### src/rtl/ssd_scan_ctrl.sv
// Four-digit seven-segment scan controller: one shared BCD decoder, active-low digit enables, frame-synchronous updates.
// Optional build macro LEADING_ZERO_BLANK_EN blanks leading zero digits (digit 0 always shown).
module ssd_scan_ctrl #(
  parameter int SCAN_DIV  = 100000,
  parameter int DIV_WIDTH = 17
) (
  input  logic        clk,
  input  logic        rst,
  input  logic        upd_valid,
  input  logic [15:0] upd_data,
  output logic        upd_ready,
  input  logic [3:0]  digit_en,
  output logic [3:0]  bcd_sel,
  output logic [3:0]  ssd_ctl,
  output logic        frame_start
);

  typedef enum logic [1:0] {
    SEL_D0 = 2'd0,
    SEL_D1 = 2'd1,
    SEL_D2 = 2'd2,
    SEL_D3 = 2'd3
  } sel_e;

  localparam logic [DIV_WIDTH-1:0] PRESC_MAX = DIV_WIDTH'(SCAN_DIV - 1);

  sel_e                 sel_q, sel_d;
  logic [DIV_WIDTH-1:0] presc_q, presc_d;
  logic [15:0]          disp_q, disp_d;
  logic [15:0]          pend_q, pend_d;
  logic                 pending_q, pending_d;
  logic [3:0]           ssd_q, ssd_d;
  logic [3:0]           bcd_q, bcd_d;
  logic                 bnd_q, fs_q;

  logic                 tick;
  logic                 boundary;
  logic                 accept;
  logic [1:0]           sel_idx;
  logic [3:0]           nib;
  logic [3:0]           lz_blank;
  logic                 shown;

  // Handshake: upd_ready is high whenever no word is waiting for a frame
  // boundary; a word transfers on any cycle where upd_valid && upd_ready.
  assign upd_ready = ~pending_q;
  assign accept    = upd_valid & ~pending_q;

  assign tick     = (presc_q == PRESC_MAX);
  assign boundary = tick && (sel_q == SEL_D3);
  assign sel_idx  = sel_q;
  assign nib      = disp_q[{sel_idx, 2'b00} +: 4];

`ifdef LEADING_ZERO_BLANK_EN
  always_comb begin
    lz_blank    = '0;
    lz_blank[3] = (disp_q[15:12] == 4'd0);
    lz_blank[2] = lz_blank[3] && (disp_q[11:8] == 4'd0);
    lz_blank[1] = lz_blank[2] && (disp_q[7:4] == 4'd0);
  end
`else
  assign lz_blank = '0;
`endif

  always_comb begin
    presc_d = tick ? '0 : presc_q + DIV_WIDTH'(1);
    sel_d   = sel_q;
    if (tick) begin
      case (sel_q)
        SEL_D0:  sel_d = SEL_D1;
        SEL_D1:  sel_d = SEL_D2;
        SEL_D2:  sel_d = SEL_D3;
        default: sel_d = SEL_D0;
      endcase
    end
  end

  // A commit and an accept never coincide: accept needs pending_q low, commit needs it high.
  always_comb begin
    disp_d    = disp_q;
    pend_d    = pend_q;
    pending_d = pending_q;
    if (boundary && pending_q) begin
      disp_d    = pend_q;
      pending_d = 1'b0;
    end
    if (accept) begin
      pend_d    = upd_data;
      pending_d = 1'b1;
    end
  end

  always_comb begin
    shown = digit_en[sel_idx] & ~lz_blank[sel_idx];
    ssd_d = shown ? ~(4'b0001 << sel_idx) : 4'b1111;
    bcd_d = shown ? nib : 4'd0;
  end

  always_ff @(posedge clk) begin
    if (rst) begin
      presc_q   <= '0;
      sel_q     <= SEL_D0;
      disp_q    <= 16'h0000;
      pend_q    <= 16'h0000;
      pending_q <= 1'b0;
      ssd_q     <= 4'b1111;
      bcd_q     <= 4'd0;
      bnd_q     <= 1'b0;
      fs_q      <= 1'b0;
    end else begin
      presc_q   <= presc_d;
      sel_q     <= sel_d;
      disp_q    <= disp_d;
      pend_q    <= pend_d;
      pending_q <= pending_d;
      ssd_q     <= ssd_d;
      bcd_q     <= bcd_d;
      // Two stages so the pulse lines up with the first registered D0 output.
      bnd_q     <= boundary;
      fs_q      <= bnd_q;
    end
  end

  assign ssd_ctl     = ssd_q;
  assign bcd_sel     = bcd_q;
  assign frame_start = fs_q;

endmodule

### config.mk
export PLATFORM = sky130hd
export DESIGN_NAME = ssd_scan_ctrl
export DESIGN_NICKNAME = d
export VERILOG_FILES = /design/src/rtl/ssd_scan_ctrl.sv
export SDC_FILE = /design/constraint.sdc
export NUM_CORES = 1
export LEC_CHECK = 0
export CORE_ASPECT_RATIO = 0.8
export CORE_UTILIZATION = 35
export CTS_CLUSTER_DIAMETER = 50
export DETAILED_ROUTE_END_ITERATION = 12
export DONT_BUFFER_PORTS = 1
export GPL_TIMING_DRIVEN = 1
export PLACE_DENSITY = 0.56
export SLEW_MARGIN = 0
export SYNTH_ARGS = -nofsm -noshare
export SYNTH_HDL_FRONTEND = slang
export SYNTH_SLANG_ARGS = --single-unit
### constraint.sdc
create_clock -name clk -period 1.8 [get_ports clk]
set_input_delay 0.54 -clock clk [delete_from_list [all_inputs] [get_ports clk]]
set_output_delay 0.54 -clock clk [all_outputs]
set_load 0.1 [all_outputs]
; Word level (Yosys, flattened, before mapping)
; Index checks and enable logic that the tools add are counted.
[word_totals]
in_bits = 23
regBits = 62
[classes]
magnitude_cmp = 1
n_reduce_logical = 6
addsub = 1
bitwise = 6
shifts = 2
mux = 7
n_eq_ne = 4
[ops]
columns = cell, n
row1 = "adder 17 x 1 -> 17 bit, second input constant", 1
row2 = "== test 17 bit, second input constant", 1
row3 = variable part select 16 x 5 -> 4 bit, 1
row4 = case mux 2 bit (3 select lines), 1
row5 = binary-select mux 1 bit (select 2 bit), 2
row6 = "== test 2 bit, second input constant", 2
row7 = 2-to-1 mux 1 bit, 4
row8 = inverter 4 bit, 1
row9 = OR reduction 2 bit, 2
row10 = "<< shifter 1 x 2 -> 4 bit, first input constant", 1
row11 = "less-than comparator 2 x 3 -> 1 bit, second input constant", 1
row12 = inverter 1 bit, 3
row13 = bitwise AND 1 bit, 2
row14 = "== test 2 x 1 -> 1 bit, second input constant", 1
row15 = logical AND 1 bit, 2
row16 = logical NOT 2 bit, 1
row17 = nonzero test 2 bit, 1

; Logic depth before layout (Yosys ltp)
; Gate-level depths: netlist (run 1).
[logic_depth]
ltp_word = 6
ltp_mapped = 7
ltp_nobuf = 5

; Least setup slack after synthesis (run 1)
; Ideal clock, no wire load.
[synth_path]
kind = register to register
start = register pending_q
end = register pend_q[13]
slack_ns = 0.085
stages_incl_launch_ff = 6
setup_ns = 0.132
required_time_ns = 1.668
arrival_time_ns = 1.583
cell_sequence = dfxtp_1 inv_1 nand2_1 clkbuf_1 nand2_1 a21oi_1
[synth_between]
elab_chain_len = 2
[synth_lines]
columns = item, line_no
row1 = from (decl), 31  ; logic pending_q, pending_d;
row2 = from (signal assigned), 115  ; pending_q <= pending_d;
row3 = inverter 1 bit, --
row4 = via upd_ready, 11  ; output logic upd_ready,
row5 = bitwise AND 1 bit, 47  ; assign accept = upd_valid & ~pending_q;
row6 = to (signal assigned), 114  ; pend_q <= pend_d;
row7 = to (decl), 30  ; logic [15:0] pend_q, pend_d;
; The timed path passes the listed nets, and every way through them passes these cells.
; A chain may end at the register's enable or synchronous reset.

; Worst setup path after layout (run 1)
[layout_path]
start = register presc_q[0]
end = register sel_q[0] (netlist: sel_idx[0])
[layout_between]
elab_chain_len = 1
[layout_lines]
columns = item, line_no
row1 = from (decl), 28  ; logic [DIV_WIDTH-1:0] presc_q, presc_d;
row2 = from (signal assigned), 111  ; presc_q <= presc_d;
row3 = == test 17 bit, 49  ; assign tick = (presc_q == PRESC_MAX);
row4 = to (signal assigned), 112  ; sel_q <= sel_d;
row5 = to (decl), 27  ; sel_e sel_q, sel_d;
; No other way between the ends.

==> results.ini, run 1 <==
[pwr]
leakage_nw=1.05
irDropWorstVdd_uv=448
power.density_nw_per_um2=930

[placement]
dp_hpwl_um=3830
dp_slack_ns=0.0715
portBuffers=0
placed_cell_area_um2=2840
dp.cells=394
place_congestion=0.738

[timing]
maxSlewViolCount=0
post-route-period-util_pct=91.0
fin_worst_skew_ns=0.00576
tightest_slew_ns=0.535
fmax_mhz=610
fin_ws_ns=0.162
finalSetupTns_ns=0
setup_viol=0
period_minus_slack_ns=1.64
hold_viol_final=0
slew_headroom_pct=64.2
rsz0062_at_grt=no

[detailed_routing]
routed_wl_um=5610
dr.pass1.iters=4
drt-vias-per-instance=5.04
drt_iter0_drc=101
vias=2063
wire_per_inst_um=13.7
drc=0
ant_nets=0

[synth]
ys_seq_elements=62
syn_nets=319
ys_top_cells_by_area=dfxtp_1, a21oi_1, nand2_1, nand4_1, mux4_2
synth_cells=291
synth_top_area_share_pct=46.2
ys_warn_count=0
async_reset_ff_share_pct=0
synth_seq_area_share_pct=46.2
synth_largest_area_cell=dfxtp_1
ys_types=39
synth_edf_count=0
avgSynthCellArea_um2=9.22
synth.cell_area_um2=2680
yosysMostFrequentCell=dfxtp_1
synth_common_cells=dfxtp_1, nand2_1, a21oi_1
ys.flop_type=dfxtp_1

[floorplan]
core_um2=7430
die_w_um=99.9
fp.dieH_um=80.3
rows=28
ios=33
dieArea_um2=8020
initial_core_util_pct=36.1

[finish]
n_antenna_cell=0
n_fill_cell=781
area_growth_pct=14.4
fin_area_um2=3070
drive_gt1_share_pct=16.1
final_cells=409
utilization_pct=41.3
finalNetCount=328

[worst_setup_path]
crit_path_top_delay_cell=or4_1
crit_fanout=5
crit_chain=ha_1, and3_2, nand2_1, or4_1, o31ai_1
slowest_delay_ns=0.52
crit_required_ns=2.04
cp-end-kind=register
arrival_ns=1.88
critical_path_class=reg2reg
critPathLaunchType=register

[grt]
grt_pass1_vias=1795
grt_max_degree=43
antenna_found_initial=0
grt_pass1_wl_um=9110
grt_util_all_layers_pct=15.0
overflow=0

[clock_network]
clock_latency_ns=0.33
clock-sinks=62
cts_tree=done
cts_made_buffers=9
cts-root-buf=clkbuf_8
htreeDepth=3
clk_pin_slew_ns=0.07
clockBufferDepth=2

[run_status]
status=complete, no violations

[job]
cap_viol_max_count=0

[hold_path]
hp-class=in2reg

[path summary, 6_finish.rpt]
path	startpoint	to	slack, ns	depth (start not counted)
max reg2reg	presc_q[0]	sel_idx[0]	0.16	5
min reg2reg	bnd_q	frame_start	0.44	1
max	presc_q[0]	sel_idx[0]	0.16	5
min	rst	sel_idx[1]	0.28	1
[worst max-delay path: cells and delay by family, from the launching register on]
family / cells / cell delay, ns
and+or+nand+nor: 3 / 0.88
DFF: 1 / 0.38
AOI/OAI and AO/OA: 1 / 0.07
adders and majority gates: 1 / 0.22
[timing repair]
action	in CTS	in global routing
hold buffers	0	0
hold endpoints to repair	0	0
setup endpoints to repair	0	17
buffers inserted	0	0
resized for setup	0	4
[registers in the layout (all words and copies together) (netlist names)]
| register | count |
|---|---|
| bcd_sel | 4 |
| bnd_q | 1 |
| disp_q | 16 |
| frame_start | 1 |
| pend_q | 16 |
| pending_q | 1 |
| presc_q | 17 |
| sel_idx | 2 |
| ssd_ctl | 4 |
[cells by family after synthesis]
family	count (synthesis)	synth area share, %
flip-flops	62	46.2
adder cells (fa/ha/maj)	5	2.33
AND/OR/NAND/NOR	124	26.2
XOR/XNOR	13	4.24
AO/OA/AOI/OAI	56	11.0
buffers and inverters	25	5.45
multiplexers	6	4.57
[per-layer routing]
metal,wire length [um],global-route usage (%)
met1,2920,22.0
met2,2300,19.7
met4,82,6.62
met3,308,4.61
met5,0,0
[report_power, final]
group          total, mW  switching [mW]  leakage [nW]  internal (mW)
sequential          1.42          0.0203         0.503           1.40
combinational     0.0934          0.0628         0.427         0.0306
clock               1.34           0.499         0.115          0.842
total               2.86           0.582          1.05           2.27
[area by class of cell]
| class | instances | area, um2 | area share, % |
|---|---|---|---|
| Sequential cell | 62 | 1240 | 40.4 |
| Clock inverter | 4 | 70.1 | 2.28 |
| Tap cell | 105 | 131 | 4.28 |
| Clock buffer | 11 | 151 | 4.93 |
| Multi-Input combinational cell | 204 | 1310 | 42.5 |
| Timing Repair Buffer | 18 | 151 | 4.93 |
| Inverter | 5 | 18.8 | 0.611 |
[cells in the final DEF (no fill, tap or decap), types with 10 or more instances in the layout]
master / synthesis / routed
o21ai_0: 18 / 18
nand2_1: 42 / 42
clkbuf_8: 0 / 11
nor2_1: 19 / 19
a21oi_1: 35 / 35
dfxtp_1: 62 / 62
buf_4: 3 / 16
nand4_1: 21 / 21
xnor2_1: 10 / 10
[per-stage QoR]
stage | hold slack [ns] | power (mW)
final | 0.277 | 2.86
after global routing | 0.255 | 2.98
after CTS | 0.262 | 2.89
after detailed placement | 0.427 | 1.55
after global placement | 0.437 | 1.54
after floorplan | 0.414 | 1.54
Power figures use the tool's default switching activity.
==> run 2: changes to the inputs <==
Settings changed: ABC_AREA set to 1, PLACE_DENSITY 0.56 to 0.58.
Clock period 1.8 ns to 1.35 ns, I/O delays scaled along.
==> results.ini, run 2 <==
[pwr]
switching_power_uw=896  ; +54%
pwr-share-comb_pct=4.3  ; +1.0 points
p_clk_share_pct=48.7  ; +1.7 points
irDropWorstVdd_uv=457  ; +1.9%
leakage_nw=1.52  ; +45%
sw_frac_of_total_pct=22.0  ; +1.6 points
power.density_nw_per_um2=1220  ; +31%
p_int_mw=3.17  ; +39%
seqPwrFrac_pct=47.0  ; -2.8 points

[run_status]
violations=DRC, setup timing
status=finished, violations left

[floorplan]
ios=33  ; unchanged
dieArea_um2=7730  ; -3.7%
fp.dieH_um=78.8  ; -1.9%
die_w_um=98.0  ; -1.9%
initial_core_util_pct=36.9  ; +0.79 points
rows=27  ; -3.6%
core_um2=6990  ; -5.8%

[timing]
fmax_mhz=708  ; +16%
tightest_slew_ns=0.510  ; -0.0257 ns
period_minus_slack_ns=1.41  ; -0.227 ns
hold_viol_final=0  ; unchanged
fin_worst_skew_ns=0.00855  ; +0.00279 ns
setup_viol=33  ; +33
slew_headroom_pct=66.0  ; +1.8 points
rsz0062_at_grt=yes
post-route-period-util_pct=105  ; +14 points
whs_ns=0.121  ; -0.157 ns
maxSlewViolCount=0  ; unchanged
fin_ws_ns=-0.0617  ; -0.223 ns

[worst_setup_path]
cp-end-kind=register
crit_chain=ha_4, nand2_4, nor2_8, inv_2, nor2_4, nand2_2, nand2_4, inv_1, nand3_1, inv_1
crit_required_ns=1.60  ; -0.44 ns
path_delay_family=simple AND/OR/NAND/NOR gates
crit_buf_inv=3  ; +3
critical_path_class=reg2reg
arrival_ns=1.66  ; -0.22 ns
slowest_delay_ns=0.36  ; -0.16 ns
r2r_start=presc_q[0]
reg2reg_depth=10  ; +5
crit_cells=10  ; +5
crit_fanout=4  ; -1
critPathLaunch=presc_q[0]
critPathLaunchType=register
crit_path_top_delay_cell=dfxtp_2

[detailed_routing]
drt-vias-per-instance=4.47  ; -11%
drt_iter0_drc=127  ; +26%
routed_wl_um=5380  ; -4.0%
drc=3  ; +3
dr.pass1.iters=8  ; +4
wire_per_inst_um=11.2  ; -18%
ant_nets=0  ; unchanged
vias=2151  ; +4.3%

[clock_network]
clk_pin_slew_ns=0.07  ; about the same
clock-sinks=62  ; unchanged
cts_tree=done
clockBufferDepth=2  ; unchanged
clock_latency_ns=0.35  ; +0.02 ns
cts-root-buf=clkbuf_8
cts_made_buffers=9  ; unchanged
htreeDepth=3  ; unchanged

[finish]
drive_gt1_share_pct=19.3  ; +3.2 points
area_growth_pct=28.9
mostFrequentLayoutCells=nor2_1, nand2_1, dfxtp_1
finalNetCount=417  ; +27%
n_antenna_cell=0  ; unchanged
reg_top3=presc_q: 17 flops, disp_q: 16 flops, pend_q: 16 flops
utilization_pct=47.6  ; +6.3 points
layout_commonest_cell=nor2_1
largest_reg_flops=17  ; unchanged
regMostFlops=presc_q

[synth]
synth_largest_area_cell=dfxtp_1
ys.flop_type=dfxtp_1
ys_top_cells_by_area=dfxtp_1, nor2_1, nand2_1, o21ai_0, inv_1
synth_common_cells=nor2_1, nand2_1, dfxtp_1
syn_nets=381  ; +19%
ys_warn_count=0  ; unchanged
ys_seq_elements=62  ; unchanged
async_reset_ff_share_pct=0  ; unchanged
synth_edf_count=0  ; unchanged
synth_seq_area_share_pct=48.1  ; +1.8 points
synth.cell_area_um2=2580  ; -3.8%
yosysMostFrequentCell=nor2_1
synth_top_area_share_pct=48.1  ; +1.8 points
avgSynthCellArea_um2=7.32  ; -21%
ys_types=29  ; -26%
synth_cells=353  ; +21%

[placement]
portBuffers=0  ; unchanged
dp_hpwl_um=3750  ; -2.2%
place_congestion=0.781  ; +5.8%

[hold_path]
hp-class=in2reg
holdPathStages=1  ; unchanged
hold_start=rst

[grt]
grt_util_all_layers_pct=15.5  ; +0.54 points
grt_max_degree=35  ; -19%
grt_pass1_vias=2032  ; +13%
grt_pass1_wl_um=9320  ; +2.3%
antenna_found_initial=0  ; unchanged
overflow=0  ; unchanged

[job]
cap_viol_max_count=0  ; unchanged

-- run 2: cell types whose count changed in the layout (fill, tap and decap cells not counted), sizes merged, moves of 6 or more --
cell / previous run / this run
and2: 7 / 0
inv: 5 / 40
nor4: 6 / 0
xnor2: 10 / 1
nand4: 21 / 4
o21ai: 18 / 28
nor2: 19 / 99
nand2: 43 / 66
a21oi: 35 / 16
buf: 18 / 36
-- run 2: logic make-up (layout without fill, tap and decap cells) --
group	count (synthesis)	after routing	share of synthesized area, %
flops	62	62	48.1
xor+xnor	7	7	2.37
simple gates	181	181	29.5
compound gates	47	47	9.30
fa+ha+maj	5	5	2.42
buf+inv	51	92	8.33
-- run 2: routing by layer --
metal | wire length, um | share of wire (%) | GRT usage, % | up-vias
met2 | 2200 | 41 | 22.7 | 52
met4 | 77 | 1.4 | 6.36 | 0
met1 | 2810 | 52 | 21.1 | 932
met3 | 292 | 5.4 | 4.93 | 6
li1 | - | - | - | 1161
met5 | 0 | 0 | 0 | -
-- run 2: what timing repair did --
item	4_1_cts	5_1_grt
gates cloned	0	0
hold endpoints to repair	0	0
hold buffers	0	0
gates resized for setup	8	4
buffers inserted	0	0
setup endpoints to repair	35	46
-- run 2: final timing paths --
check / slack [ns] / to
max reg2reg: -0.06 / presc_q[16]
max: -0.06 / presc_q[16]
min: 0.12 / frame_start
min reg2reg: 0.40 / frame_start
-- run 2: power groups by stage --
| stage | Combinational [mW] | Sequential (mW) | Clock (mW) |
|---|---|---|---|
| final | 0.175 | 1.91 | 1.98 |
| after global placement | 0.173 | 1.95 | 0 |
| after global routing | 0.198 | 1.92 | 2.11 |
| after detailed placement | 0.175 | 1.95 | 0 |
| after floorplan | 0.112 | 1.95 | 0 |
| after CTS | 0.177 | 1.91 | 2.03 |
-- run 2: worst reg2reg max path, cell delays in order (launching register included) --
cell	delay (ns)
dfxtp_2	0.36
ha_4	0.15
nand2_4	0.06
nor2_8	0.11
inv_2	0.05
nor2_4	0.12
nand2_2	0.11
nand2_4	0.12
inv_1	0.09
nand3_1	0.10
inv_1	0.04
-- run 2: final cells by class --
type,instances,area [um2]
well taps,87,109
inverters,40,153
multi-input cells,240,1170
clock buffers,9,124
repair buffers,36,408
fillers,678,3660
clock inverters,7,121
flip-flops and latches,62,1250
-- run 2: metrics by stage --
stage	setup TNS, ns	power (mW)	cell area [um2]	setup slack [ns]	std cells
floorplan	0	2.07	2620	0.0113	353
global placement	-0.520	2.12	3060	-0.0574	465
detailed placement	-1.62	2.12	3060	-0.0830	465
CTS	-1.55	4.12	3320	-0.0802	481
global route	-4.89	4.22	3330	-0.174	481
finish	-0.964	4.07	3330	-0.0617	481
==> run 3: changes to the inputs <==
Settings changed: ABC_CLOCK_PERIOD_IN_PS set to 1350, CTS_BUF_LIST set to sky130_fd_sc_hd__clkbuf_2.
==> results.ini, run 3 (same netlist as run 2, synthesis figures left out) <==
[hold_path]
min_to=pend_q[12]
holdPathStages=2  ; +1
hold_start=upd_data[12]
hp-class=in2reg

[detailed_routing]
routed_wl_um=5780  ; +7.3%
drt-vias-per-instance=4.45  ; -0.41%
drc=3  ; unchanged
ant_nets=0  ; unchanged
dr.pass1.iters=9  ; +1
wire_per_inst_um=11.4  ; +2.2%
vias=2249  ; +4.6%
drt_iter0_drc=143  ; +13%

[worst_setup_path]
timing.rr.end=presc_q[16]
critical_path_class=reg2reg
r2r_start=presc_q[0]
cp-end-kind=register
crit_required_ns=1.82  ; +0.22 ns
reg2reg_depth=10  ; unchanged
crit_fanout=6  ; +2
arrival_ns=1.99  ; +0.33 ns
r2r_slack_ns=-0.17  ; -0.11 ns
critPathLaunchType=register

[pwr]
power_mw=3.66  ; -10%
irDropWorstVdd_uv=566  ; +24%
power.density_nw_per_um2=1010  ; -17%
leakage_nw=1.63  ; +7.4%

[finish]
fin_area_um2=3610  ; +8.4%
regMostFlops=presc_q
largest_reg_flops=17  ; unchanged
finalNetCount=441  ; +5.8%
n_antenna_cell=0  ; unchanged
drive_gt1_share_pct=27.8  ; +8.5 points
reg_top3=presc_q: 17 flops, disp_q: 16 flops, pend_q: 16 flops
n_fill_cell=657  ; -3.1%
mostFrequentLayoutCells=nor2_1, nand2_1, dfxtp_1
layout_commonest_cell=nor2_1
area_growth_pct=39.7

[grt]
grt_pass1_vias=2080  ; +2.4%
antenna_found_initial=0  ; unchanged
overflow=0  ; unchanged
grt_pass1_wl_um=9710  ; +4.2%
grt_max_degree=35  ; unchanged
grt_util_all_layers_pct=16.2  ; +0.66 points

[clock_network]
clockBufferDepth=2  ; unchanged
htreeDepth=3  ; unchanged
cts_made_buffers=9  ; unchanged
clk_pin_slew_ns=0.18  ; +0.11 ns
cts_tree=done
clock-sinks=62  ; unchanged
cts-root-buf=clkbuf_2
clock_latency_ns=0.50  ; +0.15 ns

[floorplan]
dieArea_um2=7730  ; unchanged
rows=27  ; unchanged
ios=33  ; unchanged
initial_core_util_pct=36.9  ; unchanged
die_w_um=98.0  ; unchanged
fp.dieH_um=78.8  ; unchanged
core_um2=6990  ; unchanged

[timing]
fin_ws_ns=-0.171  ; -0.109 ns
hold_viol_final=0  ; unchanged
fin_worst_skew_ns=0.0229  ; +0.0143 ns
fmax_mhz=658  ; -7.2%
tightest_slew_ns=0.315  ; -0.194 ns
period_minus_slack_ns=1.52  ; +0.109 ns
slew_headroom_pct=78.8  ; +13 points
rsz0062_at_grt=yes
post-route-period-util_pct=113  ; +8.1 points
setup_viol=46  ; +39%
maxSlewViolCount=0  ; unchanged

[placement]
dp_hpwl_um=3750  ; unchanged
placed_cell_area_um2=3060  ; unchanged
place_congestion=0.781  ; unchanged
portBuffers=0  ; unchanged

[run_status]
status=finished, violations left
violations=DRC, setup timing

[job]
cap_viol_max_count=0  ; unchanged

==> run 3: worst max-delay path by stage <==
stage,from,end,slack (ns)
3_5_place_dp,presc_q[0],presc_q[16],-0.08
2_1_floorplan,presc_q[1],disp_q[10],0.01
5_1_grt,presc_q[0],disp_q[0],-0.26
6_report,presc_q[0],presc_q[16],-0.17
3_3_place_gp,presc_q[1],presc_q[2],-0.06
4_1_cts,pending_q,upd_ready,-0.21
==> run 3: report_power, final <==
part	total [mW]	internal (mW)	switching (mW)
clock network	1.51	0.802	0.712
registers	1.91	1.88	0.0299
logic	0.235	0.102	0.133
==> run 3: what timing repair did <==
| item | in CTS | in global routing |
|---|---|---|
| setup endpoints to repair | 44 | 65 |
| hold buffers | 11 | 2 |
| cloned | 1 | 1 |
| resized for setup | 38 | 15 |
| buffers inserted | 6 | 3 |
| hold endpoints to repair | 13 | 2 |
| pin swaps | 11 | 3 |
==> run 3: metal layers <==
metal / vias up / part of all wire (%) / track usage [%]
li1: 1217 / - / -
met1: 977 / 53 / 22.7
met2: 48 / 41 / 22.9
met3: 7 / 4.7 / 5.37
met4: 0 / 1.5 / 5.91
met5: - / 0 / 0
==> run 3: critical path, stage by stage, from the launching register on <==
cell     delay [ns]
dfxtp_2        0.39
ha_4           0.14
nand2_4        0.06
nor2_8         0.11
buf_4          0.11
nand4_1        0.18
nor2_4         0.22
nand2_1        0.09
nand2_1        0.08
nand3_2        0.06
inv_1          0.05
==> run 3: through the flow <==
step / setup WS [ns] / hold WS (ns) / cells / utilization (%) / setup TNS [ns]
after global routing: -0.258 / 0.00339 / 505 / 51.6 / -8.76
after floorplan: 0.0113 / 0.388 / 353 / - / 0
after CTS: -0.205 / 0.00258 / 499 / 50.1 / -5.51
after global placement: -0.0574 / 0.392 / 465 / 43.7 / -0.520
final: -0.171 / 0.0335 / 505 / 51.6 / -4.73
after detailed placement: -0.0830 / 0.396 / 465 / 43.7 / -1.62
==> run 3: layout make-up <==
type,instances,area (um2),area share [%]
inverter,40,159,4.40
clock inverter,7,121,3.36
tap,87,109,3.02
multi-input combinational,240,1240,34.4
timing repair buffer,60,671,18.6
clock buffer,9,45.0,1.25
sequential,62,1260,35.0
